## config.mk

```make
export PLATFORM = sky130hd
export DESIGN_NAME = lfsr_decrypt_engine
export DESIGN_NICKNAME = d
export VERILOG_FILES = /design/src/rtl/lfsr_pkg.sv /design/src/rtl/lfsr_step.sv /design/src/rtl/lfsr_decrypt_engine.sv
export SDC_FILE = /design/constraint.sdc
export NUM_CORES = 1
export LEC_CHECK = 0
export ABC_AREA = 1
export CAP_MARGIN = 0
export CORE_ASPECT_RATIO = 1.75
export CORE_MARGIN = 4
export CORE_UTILIZATION = 40
export DETAILED_ROUTE_END_ITERATION = 10
export PLACE_DENSITY = 0.59
export SETUP_SLACK_MARGIN = 0.5
export SYNTH_ARGS = -nofsm -noshare
export SYNTH_HDL_FRONTEND = slang
export SYNTH_SLANG_ARGS = --single-unit
```

## constraint.sdc

```tcl
create_clock -name clk -period 5.45 [get_ports clk]
set_clock_uncertainty 0.2 [all_clocks]
set_input_delay 1.09 -clock clk [delete_from_list [all_inputs] [get_ports clk]]
set_output_delay 1.09 -clock clk [all_outputs]
set_load 0.01 [all_outputs]
```

## src/rtl/lfsr_pkg.sv

```systemverilog
// lfsr_pkg: tap table, space constant, FSM states and default addressing
// shared by the LFSR decrypt engine and its step function.
package lfsr_pkg;
    localparam logic [7:0]      SPACE = 8'h20;
    localparam logic [7:0][7:0] TAPS  = {8'hf3, 8'hfa, 8'hb2, 8'hb4, 8'hb8, 8'hc6, 8'hd4, 8'he1};
    localparam int DEF_MSG_BASE = 64;
    localparam int DEF_MSG_LEN  = 64;
    localparam int DEF_OUT_LEN  = 41;
    localparam int DEF_PRE_MIN  = 9;
    typedef enum logic [2:0] {IDLE, LOAD, SEARCH, DECRYPT, PAD, DONE} state_t;
endpackage

```

## src/rtl/lfsr_step.sv

```systemverilog
// lfsr_step: one Fibonacci-style shift, new LSB is the parity of the tapped bits.
module lfsr_step (
    input  logic [7:0] s_i,
    input  logic [7:0] taps_i,
    output logic [7:0] next_o
);
    assign next_o = {s_i[6:0], ^(s_i & taps_i)};
endmodule

```

## src/rtl/lfsr_decrypt_engine.sv

```systemverilog
// lfsr_decrypt_engine: recovers seed and taps from a space preamble, then decrypts,
// strips leading spaces and writes OUT_LEN bytes from address 0. LFSR_DEC_ERR_EN adds err.
module lfsr_decrypt_engine
    import lfsr_pkg::*;
#(
    parameter int MSG_BASE = DEF_MSG_BASE,
    parameter int MSG_LEN  = DEF_MSG_LEN,
    parameter int OUT_LEN  = DEF_OUT_LEN,
    parameter int PRE_MIN  = DEF_PRE_MIN
) (
    input  logic       clk,
    input  logic       init_n,
    input  logic       start,
    output logic       done,
    output logic [7:0] mem_addr,
    input  logic [7:0] mem_rdata,
    output logic [7:0] mem_wdata,
    output logic       mem_we,
    output logic [2:0] tap_idx
`ifdef LFSR_DEC_ERR_EN
    ,
    output logic       err
`endif
);
    localparam logic [7:0] BASE  = 8'(MSG_BASE);
    localparam logic [7:0] KLAST = 8'(MSG_LEN - 1);
    localparam logic [7:0] OLEN  = 8'(OUT_LEN);
    localparam logic [7:0] PLAST = 8'(PRE_MIN);

    if (MSG_BASE + MSG_LEN - 1 > 255 || PRE_MIN < 9) begin : g_bad_cfg
        $error("lfsr_decrypt_engine: message must end at or below 255 and the preamble must cover 9 bytes");
    end

    state_t          state_q;
    logic [8:0][7:0] pre_q;
    logic [7:0]      cnt_q, k_q, out_ptr_q, lfsr_q, lfsr_d, ptr_d, seed, plain;
    logic [2:0]      cand_q, tap_q;
    logic            ph_q, seen_q, done_q, keep, dec_wr, match;
    logic [7:0]      hit;
`ifdef LFSR_DEC_ERR_EN
    logic            err_q;
    assign err = err_q;
`endif

    // Candidate taps replay s_1..s_8 from the seed and must reproduce the whole preamble.
    assign seed = pre_q[0] ^ SPACE;
    for (genvar i = 0; i < 8; i++) begin : g_s
        logic [7:0] prev, nxt;
        if (i == 0) begin : g_first
            assign prev = seed;
        end else begin : g_next
            assign prev = g_s[i-1].nxt;
        end
        lfsr_step u_step (.s_i(prev), .taps_i(TAPS[cand_q]), .next_o(nxt));
        assign hit[i] = nxt == (pre_q[i+1] ^ SPACE);
    end
    assign match = &hit;

    lfsr_step u_dec (.s_i(lfsr_q), .taps_i(TAPS[tap_q]), .next_o(lfsr_d));

    assign plain     = mem_rdata ^ lfsr_q;
    assign keep      = seen_q || plain != SPACE;
    assign dec_wr    = state_q == DECRYPT && ph_q && keep && out_ptr_q < OLEN;
    assign mem_we    = dec_wr || state_q == PAD;
    assign mem_wdata = state_q == PAD ? SPACE : dec_wr ? plain : 8'h00;
    assign mem_addr  = state_q == LOAD    ? BASE + cnt_q
                     : state_q == DECRYPT ? (ph_q ? out_ptr_q : BASE + k_q)
                     : state_q == PAD     ? out_ptr_q : 8'h00;
    assign ptr_d     = out_ptr_q + 8'(mem_we);
    assign done      = done_q;
    assign tap_idx   = tap_q;

    always_ff @(posedge clk or negedge init_n) begin
        if (!init_n) begin
            state_q   <= IDLE;
            pre_q     <= '0;
            cnt_q     <= '0;
            k_q       <= '0;
            out_ptr_q <= '0;
            lfsr_q    <= '0;
            cand_q    <= '0;
            tap_q     <= '0;
            ph_q      <= 1'b0;
            seen_q    <= 1'b0;
            done_q    <= 1'b0;
`ifdef LFSR_DEC_ERR_EN
            err_q     <= 1'b0;
`endif
        end else begin
            case (state_q)
                IDLE, DONE: if (start) begin
                    state_q   <= LOAD;
                    cnt_q     <= '0;
                    k_q       <= '0;
                    out_ptr_q <= '0;
                    cand_q    <= '0;
                    ph_q      <= 1'b0;
                    seen_q    <= 1'b0;
                    done_q    <= 1'b0;
`ifdef LFSR_DEC_ERR_EN
                    err_q     <= 1'b0;
`endif
                end
                LOAD: begin
                    cnt_q <= cnt_q + 8'd1;
                    if (cnt_q != 8'd0 && cnt_q <= 8'd9) pre_q <= {mem_rdata, pre_q[8:1]};
                    if (cnt_q == PLAST) state_q <= SEARCH;
                end
                SEARCH: if (match || cand_q == 3'd7) begin
`ifdef LFSR_DEC_ERR_EN
                    if (match) begin
                        tap_q   <= cand_q;
                        lfsr_q  <= seed;
                        state_q <= DECRYPT;
                    end else begin
                        err_q   <= 1'b1;
                        done_q  <= 1'b1;
                        state_q <= DONE;
                    end
`else
                    tap_q   <= match ? cand_q : 3'd0;
                    lfsr_q  <= seed;
                    state_q <= DECRYPT;
`endif
                end else begin
                    cand_q <= cand_q + 3'd1;
                end
                DECRYPT: begin
                    ph_q <= !ph_q;
                    if (ph_q) begin
                        lfsr_q    <= lfsr_d;
                        seen_q    <= keep;
                        out_ptr_q <= ptr_d;
                        k_q       <= k_q + 8'd1;
                        if (k_q == KLAST) begin
                            state_q <= ptr_d < OLEN ? PAD : DONE;
                            done_q  <= ptr_d >= OLEN;
                        end
                    end
                end
                PAD: begin
                    out_ptr_q <= ptr_d;
                    if (ptr_d == OLEN) begin
                        state_q <= DONE;
                        done_q  <= 1'b1;
                    end
                end
                default: ;
            endcase
        end
    end
endmodule

```

* After elaboration in Yosys (flattened, before gate mapping)
Memory sizes are Yosys's and may differ from the RTL's. Cells that the tools add are included.
Storage, ports and cells: register bits 116, ROM bits 128, bits of input ports 11, output and inout port bits 21, memories 2, word-level logic and storage cells 151
Operators by class: bitwise logic cells 19, $lt $le $gt $ge 6, $add $sub $neg 6, muxes and demuxes 37, reduce and logical (&&, ||, !) cells 37, equal/unequal tests 25
Memory list:
- (name not given) | words 8, width 8, read ports 1, clocked after Yosys merged registers in 0, write ports 0, RTL line lfsr_decrypt_engine.sv:59 | lfsr_step u_dec (.s_i(lfsr_q), .taps_i(TAPS[tap_q]), .next_o(lfsr_d));
- (name not given) | words 8, width 8, read ports 1, clocked after Yosys merged registers in 0, write ports 0, RTL line lfsr_decrypt_engine.sv:54 | lfsr_step u_step (.s_i(prev), .taps_i(TAPS[cand_q]), .next_o(nxt));
Operators by type and width (count):
- 8-bit 2-to-1 mux | 13
- 8-bit AND | 9
- 8-bit parity | 9
- 8-bit equality test | 8
- 8-bit one-hot mux with 2 select lines | 3
- 3-bit 2-to-1 mux | 9
- 8-bit one-hot mux with 3 select lines | 1
- 7-bit by 8-bit adder with 8-bit output, first input constant | 2
- 8-bit by 1-bit adder with 8-bit output, second input constant | 2
- 8-bit by 6-bit equality test with 1-bit output, second input constant | 2
- 8-bit by 6-bit less-than comparator with 1-bit output, second input constant | 2
- 3-bit one-hot mux with 5 select lines | 1
- 3-bit AND reduction | 4
- 3-bit equality test, second input constant | 3
- 1-bit inverter | 9
- 8-bit by 1-bit adder with 8-bit output | 1
- 8-bit by 4-bit equality test with 1-bit output, second input constant | 1
- 8-bit by 6-bit greater-or-equal comparator with 1-bit output, second input constant | 1
- 8-bit by 4-bit less-or-equal comparator with 1-bit output, second input constant | 1
- 3-bit by 4-bit less-than comparator with 1-bit output, second input constant | 2
- 2-bit != test, second input constant | 4
- 8-bit by 6-bit != test with 1-bit output, second input constant | 1
- 2-bit AND reduction | 4
- 8-bit AND reduction | 1
- other kinds (20) | 37

* Logic depth before layout (Yosys ltp)
word-level depth 23, depth in mapped cells 44

* Modules after synthesis
Synthesis repeated with hierarchy kept, for this count alone.
Second synthesis, totals: cells, all modules 1636, area total of the unflattened synthesis 9741.8 um2
Modules (own cells, without submodules):
- lfsr_decrypt_engine | instances 1, area an instance 7230.7 um2, cells each 1078
- lfsr_step | instances 9, area an instance 279.0 um2, cells each 62

* Least setup slack after synthesis
No wires, ideal clock.
path type in2reg, start input mem_rdata[0], end register state_q[2], buffers on the path 0, setup slack 1.189 ns, arrival 3.944 ns, required time 5.133 ns, setup time 0.117 ns, cell stages on the path 17, path through xnor2_1 > nand2_1 > nor3b_1 > nand3b_1 > o2111ai_1 > nand2_1 > ha_1 > ha_1 > nand2_1 > xor2_1 > nand4_1 > nor4_1 > o21ai_0 > nor3_1 > nand2_1 > nand2_1 > nand2_1
Between the ends: word-level cells in the longest chain between the ends 10
RTL lines:
- start: declaration | RTL line lfsr_decrypt_engine.sv:16 | input logic [7:0] mem_rdata,
- 8-bit XOR | RTL line lfsr_decrypt_engine.sv:61 | assign plain = mem_rdata ^ lfsr_q;
- 8-bit by 6-bit != test with 1-bit output | RTL line lfsr_decrypt_engine.sv:62 | assign keep = seen_q || plain != SPACE;
- 1-bit logical OR | RTL line lfsr_decrypt_engine.sv:62
- 1-bit logical AND (2 in a row) | RTL line lfsr_decrypt_engine.sv:63 | assign dec_wr = state_q == DECRYPT && ph_q && keep && out_ptr_q < OLEN;
- 1-bit logical OR | RTL line lfsr_decrypt_engine.sv:64 | assign mem_we = dec_wr || state_q == PAD;
- via mem_we | RTL line lfsr_decrypt_engine.sv:18 | output logic mem_we,
- 8-bit by 1-bit adder with 8-bit output | RTL line lfsr_decrypt_engine.sv:69 | assign ptr_d = out_ptr_q + 8'(mem_we);
- 8-bit by 6-bit equality test with 1-bit output | RTL line lfsr_decrypt_engine.sv:143 | if (ptr_d == OLEN) begin
- 2-bit by 1-bit != test with 1-bit output (no source line)
- 7-bit AND reduction (no source line)
- end signal: assignment | RTL line lfsr_decrypt_engine.sv:136 | state_q <= ptr_d < OLEN ? PAD : DONE;
- end: declaration | RTL line lfsr_decrypt_engine.sv:34 | state_t state_q;
The timed path passes the listed nets, and every way through them passes these cells. A chain may end at the register's enable or synchronous reset.

* Final worst setup path
start register state_q[1], end output mem_addr[6]
Between the ends: word-level cells in the longest chain between the ends 4
RTL lines:
- 3-bit equality test | RTL line lfsr_decrypt_engine.sv:68 | : state_q == PAD ? out_ptr_q : 8'h00;
- 8-bit 2-to-1 mux | RTL line lfsr_decrypt_engine.sv:68
- 8-bit 2-to-1 mux | RTL line lfsr_decrypt_engine.sv:67 | : state_q == DECRYPT ? (ph_q ? out_ptr_q : BASE + k_q)
- 8-bit 2-to-1 mux * | RTL line lfsr_decrypt_engine.sv:66 | assign mem_addr = state_q == LOAD ? BASE + cnt_q
- end: declaration | RTL line lfsr_decrypt_engine.sv:15 | output logic [7:0] mem_addr,
Mark *: on every way between the ends. The rest lies on a longest branch, timed or not.

==> out/results.ini <==
[global_routing]
grt_pass1_vias = 6495
grt_max_degree = 63
grt_pass1_wl_um = 32600
grt_use_total_pct = 19.8
overflow = 0
antenna_found_initial = 0

[cts]
clk_pin_slew_worst_paths_ns = 0.06
cts-hold-fix-buffers = 0
clock-sinks = 116
clock_path_buffers = 2
htreeDepth = 4
cts_tree = yes
clock_latency_ns = 0.43
cts_root_buf = clkbuf_16
cts-buffers-inserted = 17

[setup_path]
max_stage_delay_ns = 0.57
crit_type = reg2out
slowest_stage = clkdlybuf4s50_1
arrival_ns = 3.44
cp.required_ns = 4.16
startpoint_type = flip-flop
crit_top_cell = inv_1
timing.reg2reg.setup_slack_ns = 1.02
cp_max_fo = 16
path_cells = inv_1 -> nor3_1 -> buf_4 -> inv_1 -> nor2_1 -> inv_1 -> nand2_1 -> a221oi_1 -> a21oi_1 -> clkdlybuf4s50_1
endpoint_kind = primary output

[die]
fp.dieW_um = 110
dieArea_um2 = 20700
core_um2 = 18100
rows = 65
pin_count = 32
chipHeight_um = 187
initial_core_util_pct = 40.7

[synth]
synthTopCellsByArea = dfrtp_1, nand2_1, inv_1
synth-edff-count = 0
yosys_warnings = 0
synth_top_area_share_pct = 39.5
async_reset_ff_share_pct = 100
synth_ff_type = dfrtp_1
syn_avg_cell_area_um2 = 7.29
ys_seq_elements = 116
syn-num-nets = 1036
syn_area_um2 = 7340
synthCells = 1008
synth_cell_types = 44
yosysTopAreaCell = dfrtp_1
synth-seq-area-share_pct = 39.5

[detailed_routing]
wl_per_cell_um = 15.5
ant_nets = 0
first_iter_violations = 287
wl_um = 19900
drc = 0
firstDrtPassIters = 5
num_vias = 6521
vias_per_cell = 5.09

[timing]
period_minus_slack_ns = 4.73
period_share_pct = 86.9
setup_violations = 0
fin_tns_setup_ns = 0
max_slew_margin_pct = 39.0
tightest_slew_ns = 0.909
hold_viol_final = 0
max_freq_ghz = 0.211
maxSlewViolCount = 0
rsz0062_at_grt = yes

[final_layout]
design_area_um2 = 8520
final_core_util_pct = 47.2
layout_common_cells = nand2_1, inv_1, dfrtp_1, nor2_1, o21ai_0
syn_to_final_growth_pct = 16.0
drive_above_1_share_pct = 8.30
fin_nets = 1064
num_antenna_cells = 0
ff_latch_area_um2 = 2910
layout_commonest_cell = nand2_1
multi_input_area_um2 = 3820
fill_cells = 1871

[placement]
dp_hpwl_um = 15200
postPlaceCellArea_um2 = 7880
place.gp.congestion = 0.902
io_buffers = 31

[run_status]
status = complete, no violations

[worst_hold_path]
hp-class = reg2reg

[run]
cap_violations = 0

[stage by stage]
step / hold WS, ns / worst slack, ns / cells
5_1_grt: 0.301 / 0.462 / 1282
2_1_floorplan: 0.233 / 1.19 / 1008
3_3_place_gp: 0.257 / 0.473 / 1250
6_report: 0.270 / 0.715 / 1282
3_5_place_dp: 0.266 / 0.492 / 1250
4_1_cts: 0.279 / 0.692 / 1281
[layer usage]
metal	track usage (%)	up-vias	share of wire (%)
met2	36.7	115	54
met5	0	-	0
met4	11.3	0	4.9
met1	20.5	3035	38
li1	-	3318	-
met3	3.63	53	2.6
[final cells by class]
class                      count  area share, %
tap                          234           3.44
inverter                     136           6.02
timing repair buffer          39           4.46
multi-input combinational    726           44.8
sequential                   116           34.1
clock inverter                12           1.82
clock buffer                  19           5.31
[sequential cells by signal, indices dropped and copies added (netlist names)]
name	count
out_ptr_q	8
cand_q	3
ph_q	1
k_q	8
done	1
lfsr_q	8
tap_idx	3
pre_q	65
g_s.prev	7
seen_q	1
cnt_q	8
state_q	3
[critical path: cells and delay by family, from the launching register on]
kind	cells	cell delay (ns)
and+or+nand+nor	3	0.94
DFF	1	0.39
buffers and inverters	5	1.37
AOI/OAI and AO/OA	2	0.32
[timing repair]
item                                    CTS  global route
setup buffers                             0             1
endpoints found under the setup margin    0            19
gates resized for setup                   0             9
[Yosys cell counts (4+ instances only)]
| cell type | count |
|---|---|
| a21oi_1 | 50 |
| a221oi_1 | 6 |
| a31oi_1 | 4 |
| buf_2 | 5 |
| clkbuf_1 | 20 |
| dfrtp_1 | 116 |
| ha_1 | 17 |
| inv_1 | 129 |
| inv_2 | 6 |
| mux2_2 | 4 |
| nand2_1 | 275 |
| nand2_2 | 13 |
| nand2_4 | 5 |
| nand3_1 | 60 |
| nand3_2 | 6 |
| nand3b_1 | 4 |
| nand4_1 | 10 |
| nor2_1 | 80 |
| nor3_1 | 15 |
| nor4_1 | 9 |
| o21ai_0 | 79 |
| o22ai_1 | 12 |
| xnor2_1 | 18 |
| xor2_1 | 32 |
[logic make-up (layout without fill, tap and decap cells)]
group	Yosys count	count (layout)	synth area share [%]
AO/OA/AOI/OAI	173	173	13.4
XOR/XNOR	51	51	6.18
adder cells (fa/ha/maj)	17	17	2.90
buffers and inverters	166	206	8.93
flip-flops	116	116	39.5
multiplexers	4	4	0.613
AND/OR/NAND/NOR	481	481	28.5
[final timing paths]
path                                        startpoint                      to  depth (start not counted)
worst max-delay path            state_q[1]$_DFFE_PN0P_             mem_addr[6]                         10
worst min-delay path                k_q[7]$_DFFE_PN0P_      k_q[7]$_DFFE_PN0P_                          1
worst max register to register   cand_q[0]$_DFFE_PN0P_   lfsr_q[6]$_DFFE_PN0P_                         36
worst min register to register      k_q[7]$_DFFE_PN0P_      k_q[7]$_DFFE_PN0P_                          1
max in group asynchronous                       init_n   pre_q[32]$_DFFE_PN0P_                          2
min in group asynchronous                       init_n  tap_idx[0]$_DFFE_PN0P_                          1
Power is not shown: default switching activity piles up to over one toggle a cycle in this logic, so the estimate is an artifact.
